File: config.mk
export PLATFORM = sky130hd
export DESIGN_NAME = regfile_wb_arbiter_flat
export DESIGN_NICKNAME = d
export VERILOG_FILES = /design/src/rtl/regfile_wb_arbiter_if.sv /design/src/rtl/regfile_wb_arbiter.sv /design/src/flat_wrapper.sv
export SDC_FILE = /design/constraint.sdc
export NUM_CORES = 1
export LEC_CHECK = 0
export CORE_UTILIZATION = 31
export CTS_CLUSTER_SIZE = 10
export DETAILED_ROUTE_END_ITERATION = 12
export HOLD_SLACK_MARGIN = 0.02
export PLACE_DENSITY = 0.67
export SYNTH_ARGS = -nofsm -noshare
export SYNTH_HDL_FRONTEND = slang
export SYNTH_SLANG_ARGS = --single-unit
File: constraint.sdc
create_clock -name clk -period 3.6 [get_ports clk]
set_input_delay 0.9 -clock clk [delete_from_list [all_inputs] [get_ports clk]]
set_output_delay 0.9 -clock clk [all_outputs]
set_load 0.005 [all_outputs]
File: src/rtl/regfile_wb_arbiter_if.sv
// Write-back bus between the requesters/decode and the register-file write arbiter.
// The slave modport is the arbiter's view; master is the requester/decode side.
interface regfile_wb_arbiter_if #(
  parameter int NUM_SRC = 3
);
  logic [NUM_SRC-1:0]    src_valid;
  logic [NUM_SRC-1:0]    src_ready;
  logic [3*NUM_SRC-1:0]  src_dr;
  logic [16*NUM_SRC-1:0] src_data;
  logic                  rsv_valid;
  logic [2:0]            rsv_dr;
  logic                  flush;
  logic                  RegWE;
  logic [2:0]            DR;
  logic [15:0]           write_value;
  logic [7:0]            pend_mask;
  logic [2:0]            sr1;
  logic [2:0]            sr2;
  logic                  byp1_hit;
  logic                  byp2_hit;
  logic [15:0]           byp1_data;
  logic [15:0]           byp2_data;

  modport master (
    output src_valid, src_dr, src_data, rsv_valid, rsv_dr, flush, sr1, sr2,
    input  src_ready, RegWE, DR, write_value, pend_mask,
           byp1_hit, byp2_hit, byp1_data, byp2_data
  );

  modport slave (
    input  src_valid, src_dr, src_data, rsv_valid, rsv_dr, flush, sr1, sr2,
    output src_ready, RegWE, DR, write_value, pend_mask,
           byp1_hit, byp2_hit, byp1_data, byp2_data
  );
endinterface

File: src/rtl/regfile_wb_arbiter.sv
// Round-robin arbiter for the single register-file write port, with a pending-write scoreboard.
// Optional macro RF_WB_BYPASS_EN enables forwarding from the registered write stage.
module regfile_wb_arbiter #(
  parameter int NUM_SRC = 3,
  parameter int RR_W    = 3
) (
  input  logic                 clk,
  input  logic                 rst,
  regfile_wb_arbiter_if.slave  bus
);

  logic [RR_W-1:0]    rr_ptr;
  logic [NUM_SRC-1:0] grant;
  logic               found;
  logic [RR_W-1:0]    win_idx;
  logic [2:0]         win_dr;
  logic [15:0]        win_data;
  logic               vld_p1;
  logic [2:0]         dr_p1;
  logic [15:0]        wv_p1;
  logic [7:0]         pend;
  logic [7:0]         pend_next;

  function automatic logic [RR_W-1:0] rr_next(input logic [RR_W-1:0] w);
    if (w == RR_W'(NUM_SRC - 1)) rr_next = '0;
    else                         rr_next = w + 1'b1;
  endfunction

  // Two passes: first sources at or above the pointer, then wrap to the lowest valid one.
  always_comb begin
    grant    = '0;
    found    = 1'b0;
    win_idx  = '0;
    win_dr   = '0;
    win_data = '0;
    for (int j = 0; j < NUM_SRC; j++) begin
      if (!found && bus.src_valid[j] && (RR_W'(j) >= rr_ptr)) begin
        found    = 1'b1;
        grant[j] = 1'b1;
        win_idx  = RR_W'(j);
        win_dr   = bus.src_dr[3*j +: 3];
        win_data = bus.src_data[16*j +: 16];
      end
    end
    for (int j = 0; j < NUM_SRC; j++) begin
      if (!found && bus.src_valid[j]) begin
        found    = 1'b1;
        grant[j] = 1'b1;
        win_idx  = RR_W'(j);
        win_dr   = bus.src_dr[3*j +: 3];
        win_data = bus.src_data[16*j +: 16];
      end
    end
    if (bus.flush || rst) begin
      grant = '0;
      found = 1'b0;
    end
  end

  assign bus.src_ready = grant;

  // A reservation and a retirement of the same register collide: the reservation wins.
  always_comb begin
    pend_next = pend;
    if (vld_p1)        pend_next[dr_p1]      = 1'b0;
    if (bus.rsv_valid) pend_next[bus.rsv_dr] = 1'b1;
    if (bus.flush)     pend_next             = '0;
  end

  // Stage p0 -> p1: register the granted write onto the register-file port.
  always_ff @(posedge clk or posedge rst) begin
    if (rst) begin
      rr_ptr <= '0;
      vld_p1 <= 1'b0;
      dr_p1  <= '0;
      wv_p1  <= '0;
      pend   <= '0;
    end else begin
      vld_p1 <= found;
      pend   <= pend_next;
      if (found) begin
        dr_p1  <= win_dr;
        wv_p1  <= win_data;
        rr_ptr <= rr_next(win_idx);
      end
    end
  end

  assign bus.RegWE       = vld_p1;
  assign bus.DR          = dr_p1;
  assign bus.write_value = wv_p1;
  assign bus.pend_mask   = pend;

`ifdef RF_WB_BYPASS_EN
  assign bus.byp1_hit  = vld_p1 && (dr_p1 == bus.sr1);
  assign bus.byp2_hit  = vld_p1 && (dr_p1 == bus.sr2);
  assign bus.byp1_data = wv_p1;
  assign bus.byp2_data = wv_p1;
`else
  logic unused_sr;
  assign unused_sr     = ^{bus.sr1, bus.sr2};
  assign bus.byp1_hit  = 1'b0;
  assign bus.byp2_hit  = 1'b0;
  assign bus.byp1_data = '0;
  assign bus.byp2_data = '0;
`endif

endmodule

File: src/flat_wrapper.sv
// flat-port wrapper written by rule: the top's interface ports become plain ports
module regfile_wb_arbiter_flat 
#(
  parameter int NUM_SRC = 3,
  parameter int RR_W    = 3
)
  (clk, rst, bus_src_valid, bus_src_dr, bus_src_data, bus_rsv_valid, bus_rsv_dr, bus_flush, bus_sr1, bus_sr2, bus_src_ready, bus_RegWE, bus_DR, bus_write_value, bus_pend_mask, bus_byp1_hit, bus_byp2_hit, bus_byp1_data, bus_byp2_data);
  regfile_wb_arbiter_if #(.NUM_SRC(NUM_SRC)) bus_i ();
  input  logic clk;
  input  logic rst;
  input wire logic [$bits(bus_i.src_valid)-1:0] bus_src_valid;
  input wire logic [$bits(bus_i.src_dr)-1:0] bus_src_dr;
  input wire logic [$bits(bus_i.src_data)-1:0] bus_src_data;
  input wire logic [$bits(bus_i.rsv_valid)-1:0] bus_rsv_valid;
  input wire logic [$bits(bus_i.rsv_dr)-1:0] bus_rsv_dr;
  input wire logic [$bits(bus_i.flush)-1:0] bus_flush;
  input wire logic [$bits(bus_i.sr1)-1:0] bus_sr1;
  input wire logic [$bits(bus_i.sr2)-1:0] bus_sr2;
  output wire logic [$bits(bus_i.src_ready)-1:0] bus_src_ready;
  output wire logic [$bits(bus_i.RegWE)-1:0] bus_RegWE;
  output wire logic [$bits(bus_i.DR)-1:0] bus_DR;
  output wire logic [$bits(bus_i.write_value)-1:0] bus_write_value;
  output wire logic [$bits(bus_i.pend_mask)-1:0] bus_pend_mask;
  output wire logic [$bits(bus_i.byp1_hit)-1:0] bus_byp1_hit;
  output wire logic [$bits(bus_i.byp2_hit)-1:0] bus_byp2_hit;
  output wire logic [$bits(bus_i.byp1_data)-1:0] bus_byp1_data;
  output wire logic [$bits(bus_i.byp2_data)-1:0] bus_byp2_data;
  assign bus_i.src_valid = bus_src_valid;
  assign bus_i.src_dr = bus_src_dr;
  assign bus_i.src_data = bus_src_data;
  assign bus_i.rsv_valid = bus_rsv_valid;
  assign bus_i.rsv_dr = bus_rsv_dr;
  assign bus_i.flush = bus_flush;
  assign bus_i.sr1 = bus_sr1;
  assign bus_i.sr2 = bus_sr2;
  assign bus_src_ready = bus_i.src_ready;
  assign bus_RegWE = bus_i.RegWE;
  assign bus_DR = bus_i.DR;
  assign bus_write_value = bus_i.write_value;
  assign bus_pend_mask = bus_i.pend_mask;
  assign bus_byp1_hit = bus_i.byp1_hit;
  assign bus_byp2_hit = bus_i.byp2_hit;
  assign bus_byp1_data = bus_i.byp1_data;
  assign bus_byp2_data = bus_i.byp2_data;
  regfile_wb_arbiter #(.NUM_SRC(NUM_SRC), .RR_W(RR_W)) u_core (.clk(clk), .rst(rst), .bus(bus_i));
endmodule
Yosys cells after proc, flatten, opt, wreduce, memory -nomap -nowiden
Cells that the tools add are included.
{"block": "word_totals", "in_bits": 73, "reg_bits": 31, "out_inout_bits": 65, "wordCells": 71}
{"block": "classes", "magnitude_cmp": 7, "add_sub_neg": 1, "bitwise_logic": 3, "muxes": 38, "reduce_logical": 16, "n_eq_ne": 1}
{"op": "16-bit two-way mux", "count": 6}
{"op": "3-bit two-way mux", "count": 8}
{"op": "8-bit two-way mux", "count": 3}
{"op": "1-bit two-way mux", "count": 15}
{"op": "1-bit logical AND", "count": 10}
{"op": "8-bit AND", "count": 1}
{"op": "3-bit by 4-bit less-than comparator with 1-bit output, second input constant", "count": 2}
{"op": "2-bit two-way mux", "count": 4}
{"op": "8-bit inverter", "count": 1}
{"op": "8-bit OR", "count": 1}
{"op": "1-bit demux with 3-bit select", "count": 2}
{"op": "1-bit by 3-bit >= comparator with 1-bit output, first input constant", "count": 2}
{"op": "3-bit by 1-bit >= comparator with 1-bit output, second input constant", "count": 2}
{"op": "1-bit zero test", "count": 5}
{"op": "2-bit by 1-bit adder with 3-bit output, second input constant", "count": 1}
{"op": "2-bit by 3-bit >= comparator with 1-bit output, first input constant", "count": 1}
{"op": "2-bit == test, second input constant", "count": 1}
{"op": "1-bit logical OR", "count": 1}

Logic depth before layout (Yosys ltp)
Gate-level depths: netlist of the first run.
{"block": "depth", "word_depth": 22, "ltp_mapped": 7, "mapped_depth_nobuf": 6}

Worst setup path after synthesis of the first run
Ideal clock, no wire load.
{"block": "synth_timing", "path_type": "input port to output port", "startpoint": "in bus_src_valid[2]", "endpoint": "out bus_src_ready[1]", "t_required_ps": 2700, "path_slack_ps": 955, "stages": 5, "path_buffers": 1, "arrival_time_ps": 1745, "cell_sequence": "buf_6 -> nand4bb_1 -> nand2_1 -> nor3b_2 -> and2_1"}
{"block": "synth_between", "elab_chain_cells": 10}
{"item": "from (decl)", "line_no": "flat_wrapper.sv:11", "source": "input wire logic [$bits(bus_i.src_valid)-1:0] bus_src_valid;"}
{"item": "1-bit logical AND * (2 in a row)", "line_no": "regfile_wb_arbiter.sv:37", "source": "if (!found && bus.src_valid[j] && (RR_W'(j) >= rr_ptr)) begin"}
{"item": "1-bit two-way mux *", "line_no": "regfile_wb_arbiter.sv:37"}
{"item": "1-bit zero test", "line_no": "regfile_wb_arbiter.sv:46", "source": "if (!found && bus.src_valid[j]) begin"}
{"item": "1-bit logical AND", "line_no": "regfile_wb_arbiter.sv:46"}
{"item": "1-bit two-way mux *", "line_no": "regfile_wb_arbiter.sv:46"}
{"item": "1-bit zero test *", "line_no": "regfile_wb_arbiter.sv:46"}
{"item": "1-bit logical AND *", "line_no": "regfile_wb_arbiter.sv:46"}
{"item": "1-bit two-way mux *", "line_no": "regfile_wb_arbiter.sv:46"}
{"item": "3-bit two-way mux *", "line_no": "regfile_wb_arbiter.sv:54", "source": "if (bus.flush || rst) begin"}
{"item": "to (decl)", "line_no": "flat_wrapper.sv:19", "source": "output wire logic [$bits(bus_i.src_ready)-1:0] bus_src_ready;"}
Mark *: on every way between the ends. The rest lies on a longest branch, timed or not.

Final worst setup path of the first run
{"block": "layout_timing", "startpoint": "in bus_src_valid[1]", "endpoint": "out bus_src_ready[1]"}
{"block": "layout_between", "elab_chain_cells": 14, "word_cells_on_any_way": 15, "cone_classes": "mux (6); reduce/logical (9)"}
{"item": "1-bit logical AND (2 in a row)", "line_no": "regfile_wb_arbiter.sv:37"}
{"item": "1-bit two-way mux", "line_no": "regfile_wb_arbiter.sv:37"}
{"item": "1-bit zero test", "line_no": "regfile_wb_arbiter.sv:37"}
{"item": "1-bit logical AND (2 in a row)", "line_no": "regfile_wb_arbiter.sv:37"}
{"item": "1-bit two-way mux", "line_no": "regfile_wb_arbiter.sv:37"}
{"item": "1-bit zero test", "line_no": "regfile_wb_arbiter.sv:46"}
{"item": "1-bit logical AND", "line_no": "regfile_wb_arbiter.sv:46"}
{"item": "1-bit two-way mux", "line_no": "regfile_wb_arbiter.sv:46"}
{"item": "1-bit zero test", "line_no": "regfile_wb_arbiter.sv:46"}
{"item": "1-bit logical AND", "line_no": "regfile_wb_arbiter.sv:46"}
{"item": "1-bit two-way mux *", "line_no": "regfile_wb_arbiter.sv:46"}
{"item": "3-bit two-way mux *", "line_no": "regfile_wb_arbiter.sv:54"}
Marks and branches as above.

==> results.tsv, run 1 <==
metric	value	unit
antenna_found_initial	0	
period_share	0.975	
internal_power	861	uW
power	1260	uW
peakVddDrop	0.000148	V
ys_seq_area_frac	0.327	
initial_core_util	0.323	
totalWireLength	6.85	mm
io_pins	138	
fillers	685	
place_congestion	0.851	
via_count	2247	
drtPass1Iterations	4	
worstMarginPinSlew	922	ps
fmax	285	MHz
place_area	3320	um^2
ant_nets	0	
final_nets	426	
grtUsageTotal	0.178	
maxSlewHeadroom	0.382	
drt_iter0_markers	139	
cts_setup_buffers	0	
clkPwrFrac	0.244	
clk_path_buf_depth	2	
htreeDepth	2	
maxCapViolCount	0	
critPathLaunchType	primary input	
ctsHoldBuffers	0	
maxSlewViolCount	0	
grt_max_degree	20	
path_class	in -> out	
p_leak	0.00145	uW
finClkSkew	5.87	ps
finalSetupTns	0	ps
rrSetupSlack	1610	ps
worstReg2RegStart	u_core.rr_ptr[1]	
switchingPower	396	uW
drc_errors	0	
cp.depth	4	
grt_pass1_vias	2124	
netlist_area	2370	um^2
reg2reg_depth	5	
grt_pass1_wl	10.6	mm
clkLatencyLatePin	290	ps
cts.sink_count	31	
hold_path_depth	2	
ys_seq_elements	31	
io_buffers	97	
layout-drive-gt1-share	0.144	
hold_viol_final	0	
post-dp-hpwl	5.04	mm
area_delta_synth_final	44.4	%
rsz0062_at_grt	true	
register_area	776	um^2
cts_tree	yes	
cp_num_buf_inv	2	
synth_ff_type	dfrtp_1	
whs	479	ps
die-height	89.5	um
power_density	367	nW/um^2
synth-async-reset-ratio	1.00	
num_antenna_cells	0	
switching_share	0.315	
required	2700	ps
synth_edf_count	0	
crit_top_cell	clkdlybuf4s50_1	
worstPathMaxFanout	7	
cp_slowest_cell	clkdlybuf4s50_1	
r2r-end	u_core.bus.write_value[14]	
die_area	8000	um^2
synth_cells	252	
outcome	completed	
viasPerCell	4.96	
worstPathArrival	2610	ps
min-delay-start	u_core.bus.write_value[7]	
multi_input_area	1350	um^2
pwr-share-comb	0.391	
setup_viol	0	
gr-total-overflow	0	
final_cell_area	3420	um^2
ys_warn_count	0	
power_frac_seq	0.365	
worstSetupEndpointType	output port	
hold_path_end	u_core.bus.write_value[7]	
slowest_delay	670	ps
fp.dieW	89.5	um
clockRootBuffer	clkbuf_8	
cts_buffers	5	
wl_per_cell	15.1	um
clkTransAtPathRegs	70	ps
core	7330	um^2
synth_area_per_cell	9.41	um^2
row_count	31	
period_needed	3510	ps
netlist-cell-type-count	39	
hp-class	reg -> reg	
crit_family	buffers and inverters	
crit_path_cell_trace	clkdlybuf4s50_1 > nor3b_2 > and2_1 > clkdlybuf4s50_1	
area by class of cell:
class	count	share of cell area
repair buffers	110	0.312
clock buffers	8	0.0292
flip-flops and latches	31	0.227
inverters	2	0.00219
multi-input cells	203	0.394
well taps	99	0.0362
worst min-delay path, stage by stage, from the launching register on:
cell and delay, ps:
dfrtp_1 340, nand2_1 60, o21ai_2 50
timing repair:
| action | in CTS | in global routing |
|---|---|---|
| gates resized for setup | 0 | 0 |
| endpoints found under the setup margin | 0 | 2 |
| hold endpoints to repair | 0 | 0 |
cells in the mapped netlist, drive strengths merged, types with 2 or more instances:
cell    number  area share
inv          2      0.0032
nor2         8       0.024
dfrtp       31        0.33
o21ai       21       0.051
buf         44        0.15
clkbuf       5      0.0079
nand2b       5       0.013
o31ai        3       0.015
nor4b        2       0.020
and2        15       0.040
nor2b        3      0.0079
a21o        15       0.049
o22ai        6       0.016
o221ai      13       0.048
nor3         2      0.0063
o21a         2      0.0063
a21oi       16       0.034
nor3b        2       0.011
nand2       28       0.044
nand3        4      0.0084
a221oi      19        0.10
stage by stage:
step	cells	utilization	setup WS [ps]
2_1_floorplan	285	-	955
3_3_place_gp	445	0.453	86.7
3_5_place_dp	445	0.453	84.2
4_1_cts	453	0.467	82.6
5_1_grt	453	0.467	-23.5
6_report	453	0.467	91.8
flip-flops by register name (all words and copies together) (netlist names):
| name | count |
|---|---|
| u_core.bus.DR | 3 |
| u_core.bus.RegWE | 1 |
| u_core.bus.pend_mask | 8 |
| u_core.bus.write_value | 16 |
| u_core.rr_ptr | 3 |
power groups by stage:
stage / registers (uW) / clock network [uW] / logic [uW]
2_1_floorplan: 453 / 0 / 278
3_3_place_gp: 464 / 0 / 487
3_5_place_dp: 464 / 0 / 492
4_1_cts: 459 / 311 / 494
5_1_grt: 469 / 327 / 539
6_report: 459 / 307 / 491
cell families (layout without fill, tap and decap cells):
| kind of cell | Yosys count | count (layout) | share of synthesized area |
|---|---|---|---|
| simple gates | 73 | 73 | 0.188 |
| other cells | 1 | 34 | 0.00158 |
| flops | 31 | 31 | 0.327 |
| buf+inv | 51 | 120 | 0.159 |
| compound gates | 96 | 96 | 0.324 |
cell usage in the layout, fill, tap and decap left out, types with 3 or more instances in the layout:
cell / n
clkbuf_8: 7
a21o_2: 3
buf_4: 13
nand2b_1: 5
a21oi_1: 16
a221oi_1: 7
o21ai_0: 8
clkdlybuf4s50_1: 97
conb_1: 34
o21ai_1: 9
dfrtp_1: 31
a221oi_2: 12
nor2_1: 5
o21ai_2: 4
a21o_1: 12
and2_1: 15
nand3_1: 4
o221ai_1: 13
nand2_1: 28
o22ai_1: 6
nor2b_1: 3
metal layers:
layer,vias to the layer above,GRT usage,routed length [um]
met5,-,0,0
met4,0,0.0649,74
met3,6,0.0314,405
met2,103,0.296,3440
met1,1073,0.231,2930
li1,1065,-,-
worst max-delay path by stage:
stage                          start               end  slack [ps]
floorplan           bus_src_valid[2]  bus_src_ready[1]         950
global placement    bus_src_valid[1]  bus_src_ready[0]          90
detailed placement  bus_src_valid[1]  bus_src_ready[1]          80
CTS                 bus_src_valid[1]  bus_src_ready[1]          80
global route        bus_src_valid[2]  bus_src_ready[0]         -20
finish              bus_src_valid[1]  bus_src_ready[1]          90
Note: power is estimated with default switching activity, not from simulation.
==> run 2: changes to the inputs <==
--- a/config.mk
+++ b/config.mk
@@ -9,7 +9,7 @@
 export CTS_CLUSTER_SIZE = 10
 export DETAILED_ROUTE_END_ITERATION = 12
 export HOLD_SLACK_MARGIN = 0.02
-export PLACE_DENSITY = 0.67
+export PLACE_DENSITY = 0.68
 export SYNTH_ARGS = -nofsm -noshare
 export SYNTH_HDL_FRONTEND = slang
 export SYNTH_SLANG_ARGS = --single-unit
==> run 2 against run 1 <==
Flip-flop and latch count unchanged. Final area up 0.55%. Setup slack better by 25 ps. Via count up 0.71%. Clock skew down 3.2 ps. Global-route usage up 0.37 points. Critical path type unchanged.
==> results.tsv, run 2 (synthesized netlist as in run 1, its figures left out) <==
metric	value	unit	change
clkLatencyLatePin	290	ps	about the same
power	1310	uW	+4.0%
row_count	31		unchanged
final_nets	425		-0.23%
worstMarginPinSlew	955	ps	+32.5 ps
grt_pass1_vias	2208		+4.0%
p_leak	0.00148	uW	+1.7%
hold_viol_final	0		unchanged
finalSetupTns	0	ps	unchanged
multi_input_area	1350	um^2	unchanged
period_share	0.968		-0.00693
fp.dieW	89.5	um	unchanged
io_buffers	97		unchanged
antenna_found_initial	0		unchanged
area_delta_synth_final	45.2	%	
io_pins	138		unchanged
crit_family	buffers and inverters		
crit_path_cell_trace	clkdlybuf4s50_1 > buf_6 > o31ai_4 > inv_2 > o21ai_2 > nor3_2 > clkdlybuf4s50_1		
drc_errors	0		unchanged
grt_max_degree	21		+5.0%
ctsResizeCount	0		unchanged
period_needed	3480	ps	-24.9 ps
cp_num_buf_inv	4		+2
wl_per_cell	15.3	um	+1.1%
setup_viol	0		unchanged
clk_path_buf_depth	2		unchanged
die_area	8000	um^2	unchanged
num_antenna_cells	0		unchanged
critPathLaunchType	primary input		
maxCapViolCount	0		unchanged
htreeDepth	2		unchanged
crit_top_cell	clkdlybuf4s50_1		
cts_buffers	5		unchanged
grt_pass1_wl	10.8	mm	+2.1%
worstPathArrival	2580	ps	-30 ps
viasPerCell	5.01		+0.93%
maxSlewViolCount	0		unchanged
via_count	2263		+0.71%
totalWireLength	6.91	mm	+0.89%
layout-drive-gt1-share	0.144		+0.000408
peakVddDrop	0.000129	V	-13%
initial_core_util	0.323		unchanged
path_class	in -> out		
required	2700	ps	about the same
ctsHoldBuffers	0		unchanged
drt_iter0_markers	133		-4.3%
outcome	completed		
gr-total-overflow	0		unchanged
cts.sink_count	31		unchanged
place_congestion	0.859		+1.0%
cts_setup_buffers	0		unchanged
clockRootBuffer	clkbuf_8		
fmax	287	MHz	+0.72%
largest_reg_flops	16		unchanged
maxSlewHeadroom	0.360		-0.0218
final_common_cell	clkdlybuf4s50_1		
die-height	89.5	um	unchanged
register_area	776	um^2	unchanged
slowest_delay	550	ps	-120 ps
ant_nets	0		unchanged
hp-class	reg -> reg		
rsz0062_at_grt	false		
worstPathMaxFanout	10		+3
clkTransAtPathRegs	70	ps	about the same
cp_slowest_cell	clkdlybuf4s50_1		
power_density	380	nW/um^2	+3.5%
core	7330	um^2	unchanged
post-dp-hpwl	5.15	mm	+2.3%
fillers	686		+0.15%
worstSetupEndpointType	output port		
drtPass1Iterations	4		unchanged
cts_tree	yes		
finClkSkew	2.63	ps	-3.25 ps
most-common-layout-cells	clkdlybuf4s50_1 (95), conb_1 (34), dfrtp_1 (31)		
grtUsageTotal	0.181		+0.00368
==> run 2: cell types whose count changed in the layout (fill, tap and decap cells not counted), sizes merged <==
cell           before  now
buf                13   12
clkinv              0    1
dlymetal6s2s        0    2
bufinv              0    1
clkdlybuf4s50      97   95
clkbuf              8    6
==> run 2: layer usage <==
metal / up-vias / wire, um / share of wire / GRT usage
met5: - / 0 / 0 / 0
met1: 1093 / 2910 / 0.42 / 0.227
li1: 1064 / - / - / -
met4: 0 / 121 / 0.018 / 0.0765
met2: 94 / 3500 / 0.51 / 0.303
met3: 12 / 380 / 0.055 / 0.0379
==> run 2: final timing paths <==
check	slack (ps)	from	to	depth (start not counted)
worst min register to register	490	u_core.bus.write_value[7]	u_core.bus.write_value[7]	2
worst max register to register	1620	u_core.rr_ptr[1]	u_core.bus.write_value[9]	5
worst max-delay path	120	bus_src_valid[2]	bus_src_ready[0]	7
max in group asynchronous	1870	rst	u_core.bus.write_value[10]	3
worst min-delay path	490	u_core.bus.write_value[7]	u_core.bus.write_value[7]	2
min in group asynchronous	1080	rst	u_core.bus.write_value[3]	2
==> run 2: where the power goes <==
part           internal, uW  total (uW)  leakage, uW  switching, uW
sequential              406         459     0.000394           53.1
combinational           279         487      0.00102            208
clock                   224         362    0.0000612            138
==> run 2: through the flow <==
stage	setup slack [ps]	hold WS (ps)	instances	util	area (um^2)
floorplan	955	472	285	-	2490
global placement	61.4	464	444	0.452	3320
detailed placement	18.9	485	444	0.452	3320
CTS	19.6	498	452	0.468	3430
global route	19.3	518	452	0.470	3440
finish	117	493	452	0.470	3440
==> run 2: worst reg2reg max path: cells and delay by family (launching register included) <==
kind               cells  cell delay, ps
AOI/OAI and AO/OA      4             550
DFF                    1             590
and+or+nand+nor        1             780
==> run 2: layout make-up <==
cell class              count  share of cell area
inverters                   2             0.00218
clock buffers               6              0.0240
flip-flops and latches     31               0.225
well taps                  99              0.0360
multi-input cells         203               0.391
clock inverters             2              0.0102
repair buffers            109               0.311
